==> src/rtl/ili9341_spi_monitor.sv <==
`timescale 1ns/1ps
// Passive ILI9341 4-wire SPI monitor: bytes, CASET/PASET window, RAMWR RGB565 pixels (optional ILI_PIXEL_COUNT_EN adds pixel_count).
// All outputs registered; byte_valid lands SYNC_STAGES+1 clk after the physical sck edge; no backpressure (bus is only observed).
module ili9341_spi_monitor #(
   parameter int SYNC_STAGES = 2
) (
   input  logic        clk,
   input  logic        rst,
   input  logic        spi_sck,
   input  logic        spi_mosi,
   input  logic        spi_cs,
   input  logic        spi_dc,
   output logic [7:0]  byte_data,
   output logic        byte_valid,
   output logic        byte_is_cmd,
   output logic        frame_err,
   output logic [7:0]  last_cmd,
   output logic [15:0] col_start,
   output logic [15:0] col_end,
   output logic [15:0] page_start,
   output logic [15:0] page_end,
   output logic        win_update,
   output logic [15:0] pixel_data,
   output logic        pixel_valid
`ifdef ILI_PIXEL_COUNT_EN
   ,output logic [16:0] pixel_count
`endif
);

   typedef enum logic [2:0] {
      ST_IDLE,
      ST_CASET,
      ST_PASET,
      ST_RAMWR,
      ST_OTHER
   } state_e;

   logic [SYNC_STAGES-1:0] sck_sync_q, sck_sync_d;
   logic [SYNC_STAGES-1:0] mosi_sync_q, mosi_sync_d;
   logic [SYNC_STAGES-1:0] cs_sync_q, cs_sync_d;
   logic [SYNC_STAGES-1:0] dc_sync_q, dc_sync_d;
   logic                   sck_prev_q, sck_prev_d;
   logic                   cs_prev_q, cs_prev_d;

   logic       sck_s, mosi_s, cs_s, dc_s;
   logic       sck_rise, cs_rise, byte_done;
   logic [7:0] rx_byte;

   logic [2:0]  bit_cnt_q, bit_cnt_d;
   logic [6:0]  shift_q, shift_d;
   logic [1:0]  par_cnt_q, par_cnt_d;
   logic [7:0]  prm0_q, prm0_d;
   logic [7:0]  prm1_q, prm1_d;
   logic [7:0]  prm2_q, prm2_d;
   state_e      state_q, state_d;

   logic [7:0]  byte_data_q, byte_data_d;
   logic        byte_valid_q, byte_valid_d;
   logic        byte_is_cmd_q, byte_is_cmd_d;
   logic        frame_err_q, frame_err_d;
   logic [7:0]  last_cmd_q, last_cmd_d;
   logic [15:0] col_start_q, col_start_d;
   logic [15:0] col_end_q, col_end_d;
   logic [15:0] page_start_q, page_start_d;
   logic [15:0] page_end_q, page_end_d;
   logic        win_update_q, win_update_d;
   logic [15:0] pixel_data_q, pixel_data_d;
   logic        pixel_valid_q, pixel_valid_d;

   assign sck_s  = sck_sync_q[SYNC_STAGES-1];
   assign mosi_s = mosi_sync_q[SYNC_STAGES-1];
   assign cs_s   = cs_sync_q[SYNC_STAGES-1];
   assign dc_s   = dc_sync_q[SYNC_STAGES-1];

   assign sck_rise  = sck_s & ~sck_prev_q;
   assign cs_rise   = cs_s & ~cs_prev_q;
   assign byte_done = sck_rise & ~cs_s & (bit_cnt_q == 3'd7);
   assign rx_byte   = {shift_q, mosi_s};

   always_comb begin
      sck_sync_d  = {sck_sync_q[SYNC_STAGES-2:0], spi_sck};
      mosi_sync_d = {mosi_sync_q[SYNC_STAGES-2:0], spi_mosi};
      cs_sync_d   = {cs_sync_q[SYNC_STAGES-2:0], spi_cs};
      dc_sync_d   = {dc_sync_q[SYNC_STAGES-2:0], spi_dc};
      sck_prev_d  = sck_s;
      cs_prev_d   = cs_s;
   end

   always_comb begin
      bit_cnt_d     = bit_cnt_q;
      shift_d       = shift_q;
      par_cnt_d     = par_cnt_q;
      prm0_d        = prm0_q;
      prm1_d        = prm1_q;
      prm2_d        = prm2_q;
      state_d       = state_q;
      byte_data_d   = byte_data_q;
      byte_is_cmd_d = byte_is_cmd_q;
      last_cmd_d    = last_cmd_q;
      col_start_d   = col_start_q;
      col_end_d     = col_end_q;
      page_start_d  = page_start_q;
      page_end_d    = page_end_q;
      pixel_data_d  = pixel_data_q;
      byte_valid_d  = 1'b0;
      frame_err_d   = 1'b0;
      win_update_d  = 1'b0;
      pixel_valid_d = 1'b0;

      if (cs_rise) begin
         // End of frame: partial bytes are errors; an unpaired RAMWR byte is dropped.
         bit_cnt_d = 3'd0;
         if (bit_cnt_q != 3'd0) frame_err_d = 1'b1;
         if (state_q == ST_RAMWR) par_cnt_d = 2'd0;
      end else if (sck_rise && !cs_s) begin
         shift_d   = {shift_q[5:0], mosi_s};
         bit_cnt_d = bit_cnt_q + 3'd1;
      end

      if (byte_done) begin
         byte_valid_d  = 1'b1;
         byte_data_d   = rx_byte;
         byte_is_cmd_d = ~dc_s;
         if (!dc_s) begin
            last_cmd_d = rx_byte;
            par_cnt_d  = 2'd0;
            case (rx_byte)
               8'h2A:   state_d = ST_CASET;
               8'h2B:   state_d = ST_PASET;
               8'h2C:   state_d = ST_RAMWR;
               default: state_d = ST_OTHER;
            endcase
         end else begin
            case (state_q)
               ST_CASET, ST_PASET: begin
                  par_cnt_d = par_cnt_q + 2'd1;
                  case (par_cnt_q)
                     2'd0: prm0_d = rx_byte;
                     2'd1: prm1_d = rx_byte;
                     2'd2: prm2_d = rx_byte;
                     default: begin
                        // Window outputs only move once all four bytes are in.
                        if (state_q == ST_CASET) begin
                           col_start_d = {prm0_q, prm1_q};
                           col_end_d   = {prm2_q, rx_byte};
                        end else begin
                           page_start_d = {prm0_q, prm1_q};
                           page_end_d   = {prm2_q, rx_byte};
                        end
                        win_update_d = 1'b1;
                        state_d      = ST_OTHER;
                     end
                  endcase
               end
               ST_RAMWR: begin
                  if (!par_cnt_q[0]) begin
                     prm0_d    = rx_byte;
                     par_cnt_d = 2'd1;
                  end else begin
                     pixel_data_d  = {prm0_q, rx_byte};
                     pixel_valid_d = 1'b1;
                     par_cnt_d     = 2'd0;
                  end
               end
               default: ;
            endcase
         end
      end
   end

   always_ff @(posedge clk or negedge rst) begin
      if (!rst) begin
         sck_sync_q    <= '0;
         mosi_sync_q   <= '0;
         cs_sync_q     <= '1;
         dc_sync_q     <= '0;
         sck_prev_q    <= 1'b0;
         cs_prev_q     <= 1'b1;
         bit_cnt_q     <= 3'd0;
         shift_q       <= 7'd0;
         par_cnt_q     <= 2'd0;
         prm0_q        <= 8'd0;
         prm1_q        <= 8'd0;
         prm2_q        <= 8'd0;
         state_q       <= ST_IDLE;
         byte_data_q   <= 8'd0;
         byte_valid_q  <= 1'b0;
         byte_is_cmd_q <= 1'b0;
         frame_err_q   <= 1'b0;
         last_cmd_q    <= 8'd0;
         col_start_q   <= 16'h0000;
         col_end_q     <= 16'h00EF;
         page_start_q  <= 16'h0000;
         page_end_q    <= 16'h013F;
         win_update_q  <= 1'b0;
         pixel_data_q  <= 16'd0;
         pixel_valid_q <= 1'b0;
      end else begin
         sck_sync_q    <= sck_sync_d;
         mosi_sync_q   <= mosi_sync_d;
         cs_sync_q     <= cs_sync_d;
         dc_sync_q     <= dc_sync_d;
         sck_prev_q    <= sck_prev_d;
         cs_prev_q     <= cs_prev_d;
         bit_cnt_q     <= bit_cnt_d;
         shift_q       <= shift_d;
         par_cnt_q     <= par_cnt_d;
         prm0_q        <= prm0_d;
         prm1_q        <= prm1_d;
         prm2_q        <= prm2_d;
         state_q       <= state_d;
         byte_data_q   <= byte_data_d;
         byte_valid_q  <= byte_valid_d;
         byte_is_cmd_q <= byte_is_cmd_d;
         frame_err_q   <= frame_err_d;
         last_cmd_q    <= last_cmd_d;
         col_start_q   <= col_start_d;
         col_end_q     <= col_end_d;
         page_start_q  <= page_start_d;
         page_end_q    <= page_end_d;
         win_update_q  <= win_update_d;
         pixel_data_q  <= pixel_data_d;
         pixel_valid_q <= pixel_valid_d;
      end
   end

`ifdef ILI_PIXEL_COUNT_EN
   logic [16:0] pix_cnt_q, pix_cnt_d;

   always_comb begin
      pix_cnt_d = pix_cnt_q;
      if (byte_done && !dc_s && (rx_byte == 8'h2C)) begin
         pix_cnt_d = 17'd0;
      end else if (pixel_valid_d && (pix_cnt_q != 17'h1FFFF)) begin
         pix_cnt_d = pix_cnt_q + 17'd1;
      end
   end

   always_ff @(posedge clk or negedge rst) begin
      if (!rst) pix_cnt_q <= 17'd0;
      else      pix_cnt_q <= pix_cnt_d;
   end

   assign pixel_count = pix_cnt_q;
`endif

   assign byte_data   = byte_data_q;
   assign byte_valid  = byte_valid_q;
   assign byte_is_cmd = byte_is_cmd_q;
   assign frame_err   = frame_err_q;
   assign last_cmd    = last_cmd_q;
   assign col_start   = col_start_q;
   assign col_end     = col_end_q;
   assign page_start  = page_start_q;
   assign page_end    = page_end_q;
   assign win_update  = win_update_q;
   assign pixel_data  = pixel_data_q;
   assign pixel_valid = pixel_valid_q;

endmodule

==> config.mk <==
export PLATFORM = sky130hd
export DESIGN_NAME = ili9341_spi_monitor
export DESIGN_NICKNAME = d
export VERILOG_FILES = /design/src/rtl/ili9341_spi_monitor.sv
export SDC_FILE = /design/constraint.sdc
export NUM_CORES = 1
export LEC_CHECK = 0
export BUFFER_PORTS_ARGS = -buffer_cell sky130_fd_sc_hd__clkbuf_2
export CAP_MARGIN = 30
export CORE_MARGIN = 1.5
export CORE_UTILIZATION = 40
export DETAILED_ROUTE_END_ITERATION = 10
export GPL_TIMING_DRIVEN = 0
export PLACE_DENSITY = 0.64
export SETUP_SLACK_MARGIN = 0.4
export SLEW_MARGIN = 5
export SYNTH_ARGS = -nofsm -noshare
export SYNTH_HDL_FRONTEND = slang
export SYNTH_SLANG_ARGS = --single-unit
export TNS_END_PERCENT = 30
==> constraint.sdc <==
create_clock -name clk -period 2 [get_ports clk]
set_input_delay 0.2 -clock clk [delete_from_list [all_inputs] [get_ports clk]]
set_output_delay 0.2 -clock clk [all_outputs]
set_load 0.05 [all_outputs]
**Word-level counts from Yosys, hierarchy flattened**

Index checks and enable logic that the tools add are counted.

- Multiplexer cells: 26
- Bitwise logic cells: 11
- Reduce and logical (&&, ||, !) cells: 17
- Equality and inequality tests: 13
- Add/subtract/negate cells: 2

Operators with widths:

| cell | number |
|---|---|
| 8-bit by 6-bit == test with 1-bit output (second input constant) | 3 |
| 8-bit two-way mux | 2 |
| 8-bit one-hot mux with 2 select lines | 1 |
| 3-bit two-way mux | 5 |
| 5-bit AND reduction | 3 |
| 1-bit two-way mux | 12 |
| 4-bit AND reduction | 3 |
| 3-bit one-hot mux with 3 select lines | 1 |
| 2-bit two-way mux | 4 |
| 1-bit NOT | 7 |
| 3-bit by 2-bit == test with 1-bit output (second input constant) | 2 |
| 2-bit inequality test (second input constant) | 3 |
| 1-bit bitwise AND | 4 |
| 2-bit one-hot mux with 2 select lines | 1 |
| 2-bit AND reduction | 2 |
| 2-bit nonzero test | 2 |
| 3-bit by 1-bit adder with 3-bit output (second input constant) | 1 |
| 3-bit by 1-bit == test with 1-bit output (second input constant) | 1 |
| 3-bit == test (second input constant) | 1 |
| 3-bit AND reduction | 1 |
| 3-bit nonzero test | 1 |
| 3-bit OR reduction | 1 |
| 2-bit by 1-bit adder with 2-bit output (second input constant) | 1 |
| 2-bit by 1-bit == test with 1-bit output (second input constant) | 1 |
| other kinds (6) | 6 |

- Register bits: 150
- Logic and storage cells: 94
- Output and inout bits: 101
- Bits of input ports: 6

**Longest topological paths before layout**

Gate-level depths: netlist (run 1).

- Depth after elaboration: 6
- Mapped depth: 10

**Worst setup path before layout (run 1)**

Ideal clock, no wire load.

- Kind: register to register
- Start: register bit_cnt_q[0]
- End: register page_end_q[10], in the netlist page_end[10]
- Slack: -62 ps
- Data required time: 1875 ps
- Stages on the path, launching flop included: 11
- Library setup time: 125 ps
- Buffers on the path: 3
- Arrival: 1937 ps
- Period minus slack after synthesis: 2062 ps
- Cells stage by stage: dfrtp_1 -> ha_1 -> ha_1 -> nand4bb_1 -> buf_6 -> inv_4 -> and3_4 -> and3_1 -> buf_6 -> buf_12 -> mux2_4

- Longest elaborated chain between the ends: 3

Ends and longest elaborated chain:

| what | line | text |
|---|---|---|
| start: declaration | 49 | `logic [2:0] bit_cnt_q, bit_cnt_d;` |
| start signal: assignment | 205 | `bit_cnt_q <= bit_cnt_d;` |
| 3-bit == test | 77 | `assign byte_done = sck_rise & ~cs_s & (bit_cnt_q == 3'd7);` |
| 1-bit bitwise AND | 77 |  |
| via byte_done | 46 | `logic sck_rise, cs_rise, byte_done;` |
| 5-bit AND reduction (no line) | - |  |
| end signal: assignment | 220 | `page_end_q <= page_end_d;` |
| end: declaration | 65 | `logic [15:0] page_end_q, page_end_d;` |

The timed path passes the listed nets, and every way through them passes these cells.
A chain may end at the register's enable or synchronous reset.

**Worst setup path after layout (run 1)**

- Start: register bit_cnt_q[0]
- End: register page_end_q[15], in the netlist page_end[15]

The elaborated chain is that of the path after synthesis.

==> impl_results.html, run 1 <==
<table>
<tr><th>Metric</th><th>Value</th></tr>
<tr><th colspan="2">Die</th></tr>
<tr><td>Total Die Area</td><td>approximately 0.016 sq mm</td></tr>
<tr><td>Chip width</td><td>127 um</td></tr>
<tr><td>Effective utilization at floorplan</td><td>0.407</td></tr>
<tr><td>Row count</td><td>45</td></tr>
<tr><td>I/O pins</td><td>107</td></tr>
<tr><td>Die span in y</td><td>127 um</td></tr>
<tr><td>Placeable core area</td><td>0.0151 sq mm</td></tr>
<tr><th colspan="2">Synthesis</th></tr>
<tr><td>Synth top area share</td><td>0.542</td></tr>
<tr><td>Largest family of logic cells by synthesized area</td><td>multiplexers</td></tr>
<tr><td>Cell area after technology mapping</td><td>0.00614 sq mm</td></tr>
<tr><td>Post-synthesis mux area share</td><td>0.278</td></tr>
<tr><td>Post-synthesis async set-or-reset flop share</td><td>1.00</td></tr>
<tr><td>Post-synth top area cell</td><td>dfrtp_1</td></tr>
<tr><td>Most instantiated flip-flop cell in the synthesis netlist</td><td>dfrtp_1</td></tr>
<tr><td>EDFF count, synth</td><td>0</td></tr>
<tr><td>Mean Syn Cell Area</td><td>16.9 sq um</td></tr>
<tr><td>Adder and majority cell fraction of the synthesized area</td><td>0.0143</td></tr>
<tr><td>Proportion of synthesized chip area in sequential cells</td><td>0.615</td></tr>
<tr><td>Post-Syn Nets</td><td>approximately 380</td></tr>
<tr><td>Synthesized instance count</td><td>roughly 360</td></tr>
<tr><td>Simple-gate share of the synthesized area</td><td>0.0357</td></tr>
<tr><td>Largest cells by area after synthesis</td><td>dfrtp_1 54%, mux2_4 17%, mux2_2 11%</td></tr>
<tr><td>Xor and xnor area share after synthesis</td><td>0.00143</td></tr>
<tr><td>Number of warnings reported in the yosys synthesis log</td><td>0</td></tr>
<tr><td>Distinct cell type count after synthesis</td><td>39</td></tr>
<tr><td>Number of synthesized register bits</td><td>150</td></tr>
<tr><td>Fraction of the mapped netlist area in compound gates</td><td>0.0206</td></tr>
<tr><th colspan="2">Placement</th></tr>
<tr><td>Input/output buffers</td><td>~110</td></tr>
<tr><td>Estimated wirelength of the detail-placed design</td><td>8130 um</td></tr>
<tr><td>Total placed cells including tap cells</td><td>658</td></tr>
<tr><td>GPL Wtd Cong</td><td>between 0.7 and 0.8</td></tr>
<tr><th colspan="2">Global routing</th></tr>
<tr><td>Routing usage on met1</td><td>0.216</td></tr>
<tr><td>Global route total overflow</td><td>0</td></tr>
<tr><td>Global routing's busiest layer</td><td>met2</td></tr>
<tr><td>All-Layer GR Usage</td><td>0.169</td></tr>
<tr><td>Initial antenna violation count</td><td>0</td></tr>
<tr><td>Number of global-route vias before repair</td><td>3,649</td></tr>
<tr><td>Global-route wire length before repair</td><td>20,300 um</td></tr>
<tr><td>Maximum number of pins on one net before global-route repair</td><td>slightly above 80</td></tr>
<tr><td>GR met3 Demand/Resource</td><td>0.0510</td></tr>
<tr><td>Met2 GRT Util</td><td>0.271</td></tr>
<tr><th colspan="2">Power and ir drop</th></tr>
<tr><td>P_leak</td><td>around 4.1 nW</td></tr>
<tr><td>PD cells</td><td>approximately 900 mW/mm^2</td></tr>
<tr><td>Sw power</td><td>between 0.0015 and 0.002 W</td></tr>
<tr><td>Part of the total power dissipated in combinational logic</td><td>0.076</td></tr>
<tr><td>Share of total power in sequential cells</td><td>0.454</td></tr>
<tr><td>Clock network fraction of design power</td><td>0.470</td></tr>
<tr><td>Switching Fraction</td><td>0.232</td></tr>
<tr><td>Max VDD drop</td><td>approximately 640 uV</td></tr>
<tr><td>Int Pwr</td><td>0.00534 W</td></tr>
<tr><th colspan="2">Cells and area</th></tr>
<tr><td>Most frequent standard cell in the layout excluding fill and tap cells</td><td>dfrtp_1</td></tr>
<tr><td>Filler cell count in the final layout</td><td>1,269</td></tr>
<tr><td>Final Instance Count excl. Fillers</td><td>710</td></tr>
<tr><td>Area of combinational cells with multiple inputs</td><td>0.00222 sq mm</td></tr>
<tr><td>Synth-to-Final Area Change</td><td>28.2%</td></tr>
<tr><td>Commonest cells after routing, fill and taps aside</td><td>133 x dfrtp_1, 106 x clkbuf_2, 71 x mux2_4, 56 x mux2_2</td></tr>
<tr><td>Total number of nets in the final design</td><td>523</td></tr>
<tr><td>Share of post-route cells with drive strength above 1</td><td>0.619</td></tr>
<tr><td>Diodes inserted</td><td>0</td></tr>
<tr><td>Register area</td><td>0.00377 sq mm</td></tr>
<tr><th colspan="2">CTS</th></tr>
<tr><td>Root Buffer</td><td>clkbuf_16</td></tr>
<tr><td>Clock Sinks</td><td>150</td></tr>
<tr><td>CTS Buf Count</td><td>17</td></tr>
<tr><td>Clock tree buffer depth</td><td>2</td></tr>
<tr><td>Clock-pin transition on the worst setup and hold timing paths</td><td>0.06 ns</td></tr>
<tr><td>Clock tree from TritonCTS</td><td>yes</td></tr>
<tr><td>H-tree depth reported by CTS</td><td>4</td></tr>
<tr><td>Clock network latency to the later pin of the worst-skew pair</td><td>between 0.4 and 0.5 ns</td></tr>
<tr><th colspan="2">Timing</th></tr>
<tr><td>Actual slew at the worst max-slew pin</td><td>0.769 ns</td></tr>
<tr><td>Share of the clock period used by the worst path</td><td>1.06</td></tr>
<tr><td>Number of setup violations in the final report</td><td>88</td></tr>
<tr><td>Final clock skew</td><td>between 0.007 and 0.008 ns</td></tr>
<tr><td>Unrepaired setup endpoints after global routing</td><td>true</td></tr>
<tr><td>FMAX</td><td>0.473 GHz</td></tr>
<tr><td>Headroom to the max-slew limit</td><td>0.487</td></tr>
<tr><td>Sum Neg Setup Slack</td><td>-4.17 ns</td></tr>
<tr><td>Count of final hold-check violations</td><td>0</td></tr>
<tr><td>Max-slew violation total from the final report</td><td>0</td></tr>
<tr><td>Tmin final</td><td>2.11 ns</td></tr>
<tr><td>Final setup slack of the worst path</td><td>-0.115 ns</td></tr>
<tr><th colspan="2">Route</th></tr>
<tr><td>Wire length per cell after detailed routing</td><td>18.0 um</td></tr>
<tr><td>Drt initial violations</td><td>112</td></tr>
<tr><td>Final routed DRC violation total</td><td>0</td></tr>
<tr><td>Count of vias placed by the detailed router</td><td>3,474</td></tr>
<tr><td>First-pass DRT Iterations</td><td>4</td></tr>
<tr><td>Average vias per placed instance</td><td>4.89</td></tr>
<tr><td>Antenna Nets Post-Route</td><td>0</td></tr>
<tr><td>Total routed wirelength</td><td>12,800 um</td></tr>
<tr><th colspan="2">Worst hold path</th></tr>
<tr><td>Worst Hold Class</td><td>input pin to asynchronous set/reset pin</td></tr>
<tr><th colspan="2">Worst setup path</th></tr>
<tr><td>Destination of the worst register-to-register timing path</td><td>page_end[15]</td></tr>
<tr><td>Slowest cell on the critical path</td><td>dfrtp_1</td></tr>
<tr><td>Startpoint class of the critical path</td><td>flip-flop</td></tr>
<tr><td>Register-to-Register Path Depth</td><td>11</td></tr>
<tr><td>Peak per-stage delay on the critical path</td><td>0.37 ns</td></tr>
<tr><td>Flop2flop setup slack</td><td>-0.11 ns</td></tr>
<tr><td>Startpoint of the worst register-to-register path</td><td>bit_cnt_q[0]</td></tr>
<tr><td>CP endpoint kind</td><td>flip-flop</td></tr>
<tr><td>Cells along the critical path</td><td>ha_2, ha_4, nand4bb_1, buf_6, inv_4, and3_4, and3_4, buf_12, buf_6, buf_6, mux2_4</td></tr>
<tr><td>Crit-path most repeated cell</td><td>buf_6</td></tr>
<tr><td>Highest fanout seen on the critical path</td><td>5</td></tr>
<tr><td>Data required time of the critical path</td><td>2.30 ns</td></tr>
<tr><td>Type of the worst setup path</td><td>flip-flop to flip-flop</td></tr>
<tr><td>Data arrival time of the critical path</td><td>2.42 ns</td></tr>
<tr><th colspan="2">Run</th></tr>
<tr><td>Number of violations of the max-capacitance limit</td><td>0</td></tr>
<tr><th colspan="2">Status</th></tr>
<tr><td>Result of the run</td><td>complete, but fails checks</td></tr>
<tr><td>Failing checks</td><td>setup timing</td></tr>
</table>
## metrics by stage
step | area (sq um) | utilization | hold WS, ns | total power (W) | setup slack [ns]
final | 7870 | 0.522 | 0.346 | 0.00696 | -0.115
after global routing | 7870 | 0.522 | 0.358 | 0.00722 | -0.200
after CTS | 7800 | 0.517 | 0.345 | 0.00705 | -0.121
after detailed placement | 6950 | 0.461 | 0.247 | 0.00373 | -0.218
after global placement | 6920 | 0.458 | 0.288 | 0.00370 | -1.71
after floorplan | 6150 | - | -0.0956 | 0.00344 | -0.0356
## logic make-up (layout without fill, tap and decap cells)
| group | after synthesis | count (layout) |
|---|---|---|
| xor+xnor | 1 | 1 |
| simple gates | 29 | 29 |
| mux | 129 | 129 |
| fa+ha+maj | 7 | 7 |
| compound gates | 17 | 17 |
| buf+inv | 30 | 189 |
| flops | 150 | 150 |
## layer usage
layer | wire length, um | share of wire
met2 | 6170 | 0.48
met5 | 0 | 0
met4 | 181 | 0.014
met1 | 5800 | 0.45
met3 | 611 | 0.048
## worst max-delay path, delay by kind of cell (launching register included)
kind / cells / cell delay, ns
adder cells (fa/ha/maj): 2 / 0.32
buffers and inverters: 5 / 0.50
flip-flops: 1 / 0.37
multiplexers: 1 / 0.28
AND/OR/NAND/NOR: 3 / 0.53
## worst max-delay path by stage
stage | from | end
after detailed placement | bit_cnt_q[0] | page_end[14]
after CTS | bit_cnt_q[0] | page_start[15]
after global routing | bit_cnt_q[1] | page_start[15]
after global placement | rst | page_end[14]
final | bit_cnt_q[0] | page_end[15]
after floorplan | bit_cnt_q[0] | page_end[10]
## synthesized netlist by cell type (3+ instances only)
cell	count
buf_12	3
mux2_4	69
inv_1	8
buf_6	6
o21ai_0	6
ha_1	7
mux2_2	58
dfstp_2	17
nand2b_1	3
a22o_1	3
nor2b_1	3
nand2_1	7
clkbuf_1	10
dfrtp_1	133
## area by class of cell
cell class                      instances  area share
Sequential cell                       150       0.480
Multi-Input combinational cell        183       0.282
Timing Repair Buffer                  128       0.101
Clock buffer                           23      0.0620
Tap cell                              188      0.0299
Buffer                                 21      0.0254
Clock inverter                          8      0.0154
Inverter                                9     0.00461
## registers in the layout, summed over array words and instances, names as in the netlist, 2 cells and up
| register | flops |
|---|---|
| par_cnt_q | 2 |
| prm2_q | 8 |
| col_end | 16 |
| bit_cnt_q | 3 |
| mosi_sync_q | 2 |
| pixel_data | 16 |
| cs_sync_q | 2 |
| byte_data | 8 |
| last_cmd | 8 |
| prm0_q | 8 |
| prm1_q | 8 |
| col_start | 16 |
| page_start | 16 |
| sck_sync_q | 2 |
| state_q | 3 |
| shift_q | 7 |
| dc_sync_q | 2 |
| page_end | 16 |
## power by group through the flow
stage               Combinational, W  Clock [W]  Sequential [W]
floorplan                   0.000226          0         0.00321
global placement            0.000495          0         0.00320
detailed placement          0.000518          0         0.00321
CTS                         0.000541    0.00335         0.00316
global route                0.000591    0.00346         0.00317
finish                      0.000529    0.00327         0.00316
## what timing repair did
item	4_1_cts	5_1_grt
pin swaps	4	3
endpoints found under the setup margin	132	133
buffers inserted	12	3
hold endpoints to repair	69	0
gates cloned	1	0
gates resized for setup	17	8
hold buffers	5	0
Note: power is estimated with default switching activity, not from simulation.
==> run 2, diff against run 1 <==
- CORE_MARGIN: 1.5 -> 3
- CORE_UTILIZATION: 40 -> 50
- HOLD_SLACK_MARGIN: unset -> 0.05
- PLACE_DENSITY: 0.64 -> 0.76
==> run 2 against run 1 <==
Net effect:
- the flow still finishes with violations (setup timing)
- clock skew hardly changed
- total power increased by 2.2%
- count of clock-buffer cells in the layout is 1 lower
- critical path type unchanged
- maximum frequency down 1.2%
- sequential share of layout area fell by 0.99 points
- design area increased by 2.1%
- die area shrank 15%
- critical path depth unchanged
- sequential power hardly changed
- highest routed layer unchanged
- setup slack lost 0.026 ns
==> impl_results.html, run 2 (synthesis gave the netlist of run 1 again) <==
<table>
<tr><th>Metric</th><th>Value</th></tr>
<tr><th colspan="2">Power and ir drop</th></tr>
<tr><td>PD cells</td><td>885 mW/mm^2</td></tr>
<tr><td>P_leak</td><td>between 4 and 5 nW</td></tr>
<tr><td>Max VDD drop</td><td>766 uV</td></tr>
<tr><th colspan="2">Global routing</th></tr>
<tr><td>Number of global-route vias before repair</td><td>3,679</td></tr>
<tr><td>Global-route wire length before repair</td><td>19,900 um</td></tr>
<tr><td>Maximum number of pins on one net before global-route repair</td><td>89</td></tr>
<tr><td>Initial antenna violation count</td><td>0</td></tr>
<tr><td>All-Layer GR Usage</td><td>0.198</td></tr>
<tr><td>Global route total overflow</td><td>0</td></tr>
<tr><th colspan="2">CTS</th></tr>
<tr><td>Clock tree from TritonCTS</td><td>yes</td></tr>
<tr><td>Clock network latency to the later pin of the worst-skew pair</td><td>0.43 ns</td></tr>
<tr><td>CTS Buf Count</td><td>17</td></tr>
<tr><td>Clock Sinks</td><td>150</td></tr>
<tr><td>Root Buffer</td><td>clkbuf_16</td></tr>
<tr><td>H-tree depth reported by CTS</td><td>4</td></tr>
<tr><td>Clock-pin transition on the worst setup and hold timing paths</td><td>0.06 ns</td></tr>
<tr><td>Clock tree buffer depth</td><td>2</td></tr>
<tr><th colspan="2">Die</th></tr>
<tr><td>Total Die Area</td><td>between 0.01 and 0.015 sq mm</td></tr>
<tr><td>Effective utilization at floorplan</td><td>0.524</td></tr>
<tr><td>Row count</td><td>39</td></tr>
<tr><td>I/O pins</td><td>107</td></tr>
<tr><td>Placeable core area</td><td>0.0117 sq mm</td></tr>
<tr><td>Chip width</td><td>approximately 120 um</td></tr>
<tr><td>Die span in y</td><td>117 um</td></tr>
<tr><th colspan="2">Worst setup path</th></tr>
<tr><td>Highest fanout seen on the critical path</td><td>8</td></tr>
<tr><td>Data arrival time of the critical path</td><td>around 2.5 ns</td></tr>
<tr><td>Type of the worst setup path</td><td>flip-flop to flip-flop</td></tr>
<tr><td>Data required time of the critical path</td><td>2.31 ns</td></tr>
<tr><td>Startpoint class of the critical path</td><td>flip-flop</td></tr>
<tr><td>CP endpoint kind</td><td>flip-flop</td></tr>
<tr><th colspan="2">Timing</th></tr>
<tr><td>Tmin final</td><td>2.14 ns</td></tr>
<tr><td>Sum Neg Setup Slack</td><td>-7.63 ns</td></tr>
<tr><td>Share of the clock period used by the worst path</td><td>1.07</td></tr>
<tr><td>Final setup slack of the worst path</td><td>-0.140 ns</td></tr>
<tr><td>Actual slew at the worst max-slew pin</td><td>0.715 ns</td></tr>
<tr><td>Unrepaired setup endpoints after global routing</td><td>true</td></tr>
<tr><td>Post-route worst hold slack</td><td>between 0.2 and 0.3 ns</td></tr>
<tr><td>Count of final hold-check violations</td><td>0</td></tr>
<tr><td>Number of setup violations in the final report</td><td>106</td></tr>
<tr><td>Headroom to the max-slew limit</td><td>0.523</td></tr>
<tr><td>Final clock skew</td><td>0.00782 ns</td></tr>
<tr><td>FMAX</td><td>0.467 GHz</td></tr>
<tr><td>Max-slew violation total from the final report</td><td>0</td></tr>
<tr><th colspan="2">Cells and area</th></tr>
<tr><td>Most frequent standard cell in the layout excluding fill and tap cells</td><td>dfrtp_1</td></tr>
<tr><td>Total number of nets in the final design</td><td>530</td></tr>
<tr><td>Synth-to-Final Area Change</td><td>30.9%</td></tr>
<tr><td>Filler cell count in the final layout</td><td>799</td></tr>
<tr><td>Final cell area excluding filler cells</td><td>between 0.008 and 0.009 sq mm</td></tr>
<tr><td>Share of post-route cells with drive strength above 1</td><td>0.626</td></tr>
<tr><td>Commonest cells after routing, fill and taps aside</td><td>133 x dfrtp_1, 106 x clkbuf_2, 72 x mux2_4, 55 x mux2_2, 21 x clkbuf_16</td></tr>
<tr><td>Diodes inserted</td><td>0</td></tr>
<tr><th colspan="2">Placement</th></tr>
<tr><td>Post-Place Cell Area</td><td>roughly 0.0069 sq mm</td></tr>
<tr><td>GPL Wtd Cong</td><td>0.766</td></tr>
<tr><td>Estimated wirelength of the detail-placed design</td><td>around 8100 um</td></tr>
<tr><td>Input/output buffers</td><td>around 110</td></tr>
<tr><th colspan="2">Run</th></tr>
<tr><td>Number of violations of the max-capacitance limit</td><td>0</td></tr>
<tr><th colspan="2">Route</th></tr>
<tr><td>Total routed wirelength</td><td>13,100 um</td></tr>
<tr><td>Average vias per placed instance</td><td>approximately 5.2</td></tr>
<tr><td>Drt initial violations</td><td>158</td></tr>
<tr><td>Count of vias placed by the detailed router</td><td>3,495</td></tr>
<tr><td>Antenna Nets Post-Route</td><td>0</td></tr>
<tr><td>Wire length per cell after detailed routing</td><td>between 15 and 20 um</td></tr>
<tr><td>Final routed DRC violation total</td><td>0</td></tr>
<tr><td>First-pass DRT Iterations</td><td>4</td></tr>
<tr><th colspan="2">Worst hold path</th></tr>
<tr><td>Worst Hold Class</td><td>input pin to asynchronous set/reset pin</td></tr>
<tr><th colspan="2">Status</th></tr>
<tr><td>Failing checks</td><td>setup timing</td></tr>
<tr><td>Result of the run</td><td>complete, but fails checks</td></tr>
</table>
[run 2: cell types whose count changed in the layout (fill, tap and decap cells not counted), moves of 2 or more]
cell / previous run / this run
clkbuf_16: 17 / 21
buf_6: 10 / 3
clkinvlp_4: 1 / 3
clkinv_2: 3 / 0
buf_4: 10 / 14
buf_12: 6 / 11
[run 2: final timing paths]
check / cells after the start / startpoint / to / slack, ns
min in group clk: 0 / sck_sync_q[0] / sck_sync_q[1] / 0.35
max in group asynchronous: 3 / rst / col_end[6] / 0.90
setup / recovery: 11 / bit_cnt_q[1] / col_start[7] / -0.14
hold reg to reg: 0 / sck_sync_q[0] / sck_sync_q[1] / 0.35
hold / removal: 2 / rst / byte_data[6] / 0.30
setup reg to reg: 11 / bit_cnt_q[1] / col_start[7] / -0.14
[run 2: repair_timing]
item | CTS | global route
endpoints found under the hold margin | 56 | 0
gates resized for setup | 11 | 24
setup buffers | 9 | 8
hold buffers | 5 | 0
cloned | 2 | 4
endpoints found under the setup margin | 132 | 133
pin swaps | 0 | 4
[run 2: metal layers]
layer | wire length (um) | global-route usage | share of wire
met4 | 257 | 0.0849 | 0.020
met2 | 6760 | 0.323 | 0.52
met5 | 0 | 0 | 0
met1 | 5530 | 0.249 | 0.42
met3 | 534 | 0.0535 | 0.041
[run 2: critical path: stages, from the launching register on]
cell,delay (ns)
dfrtp_1,0.36
ha_2,0.20
ha_4,0.12
nand4bb_1,0.11
buf_6,0.15
inv_4,0.05
and3_4,0.20
buf_6,0.10
nand4_4,0.11
buf_12,0.18
clkbuf_16,0.16
mux2_4,0.29
[run 2: where the power goes]
group          switching, W  internal (W)  total, W
Combinational      0.000378      0.000135  0.000513
Sequential        0.0000461       0.00312   0.00316
Clock               0.00124       0.00219   0.00344
[run 2: cell type report]
type | count | area (sq um) | share of cell area
timing repair buffer | 135 | 932 | 0.116
tap | 143 | 179 | 0.0223
clock inverter | 10 | 169 | 0.0210
sequential | 150 | 3770 | 0.470
buffer | 21 | 239 | 0.0297
clock buffer | 22 | 474 | 0.0590
multi-input combinational | 183 | 2230 | 0.278
inverter | 9 | 36.3 | 0.00452
[run 2: per-stage QoR]
step                      utilization  worst slack [ns]  total power (W)  cells
after global placement          0.586             -1.64          0.00368    612
after detailed placement        0.589            -0.209          0.00371    613
after global routing            0.686            -0.214          0.00735    673
after CTS                       0.663            -0.122          0.00717    661
after floorplan                     -           -0.0356          0.00344    363
final                           0.686            -0.140          0.00711    673
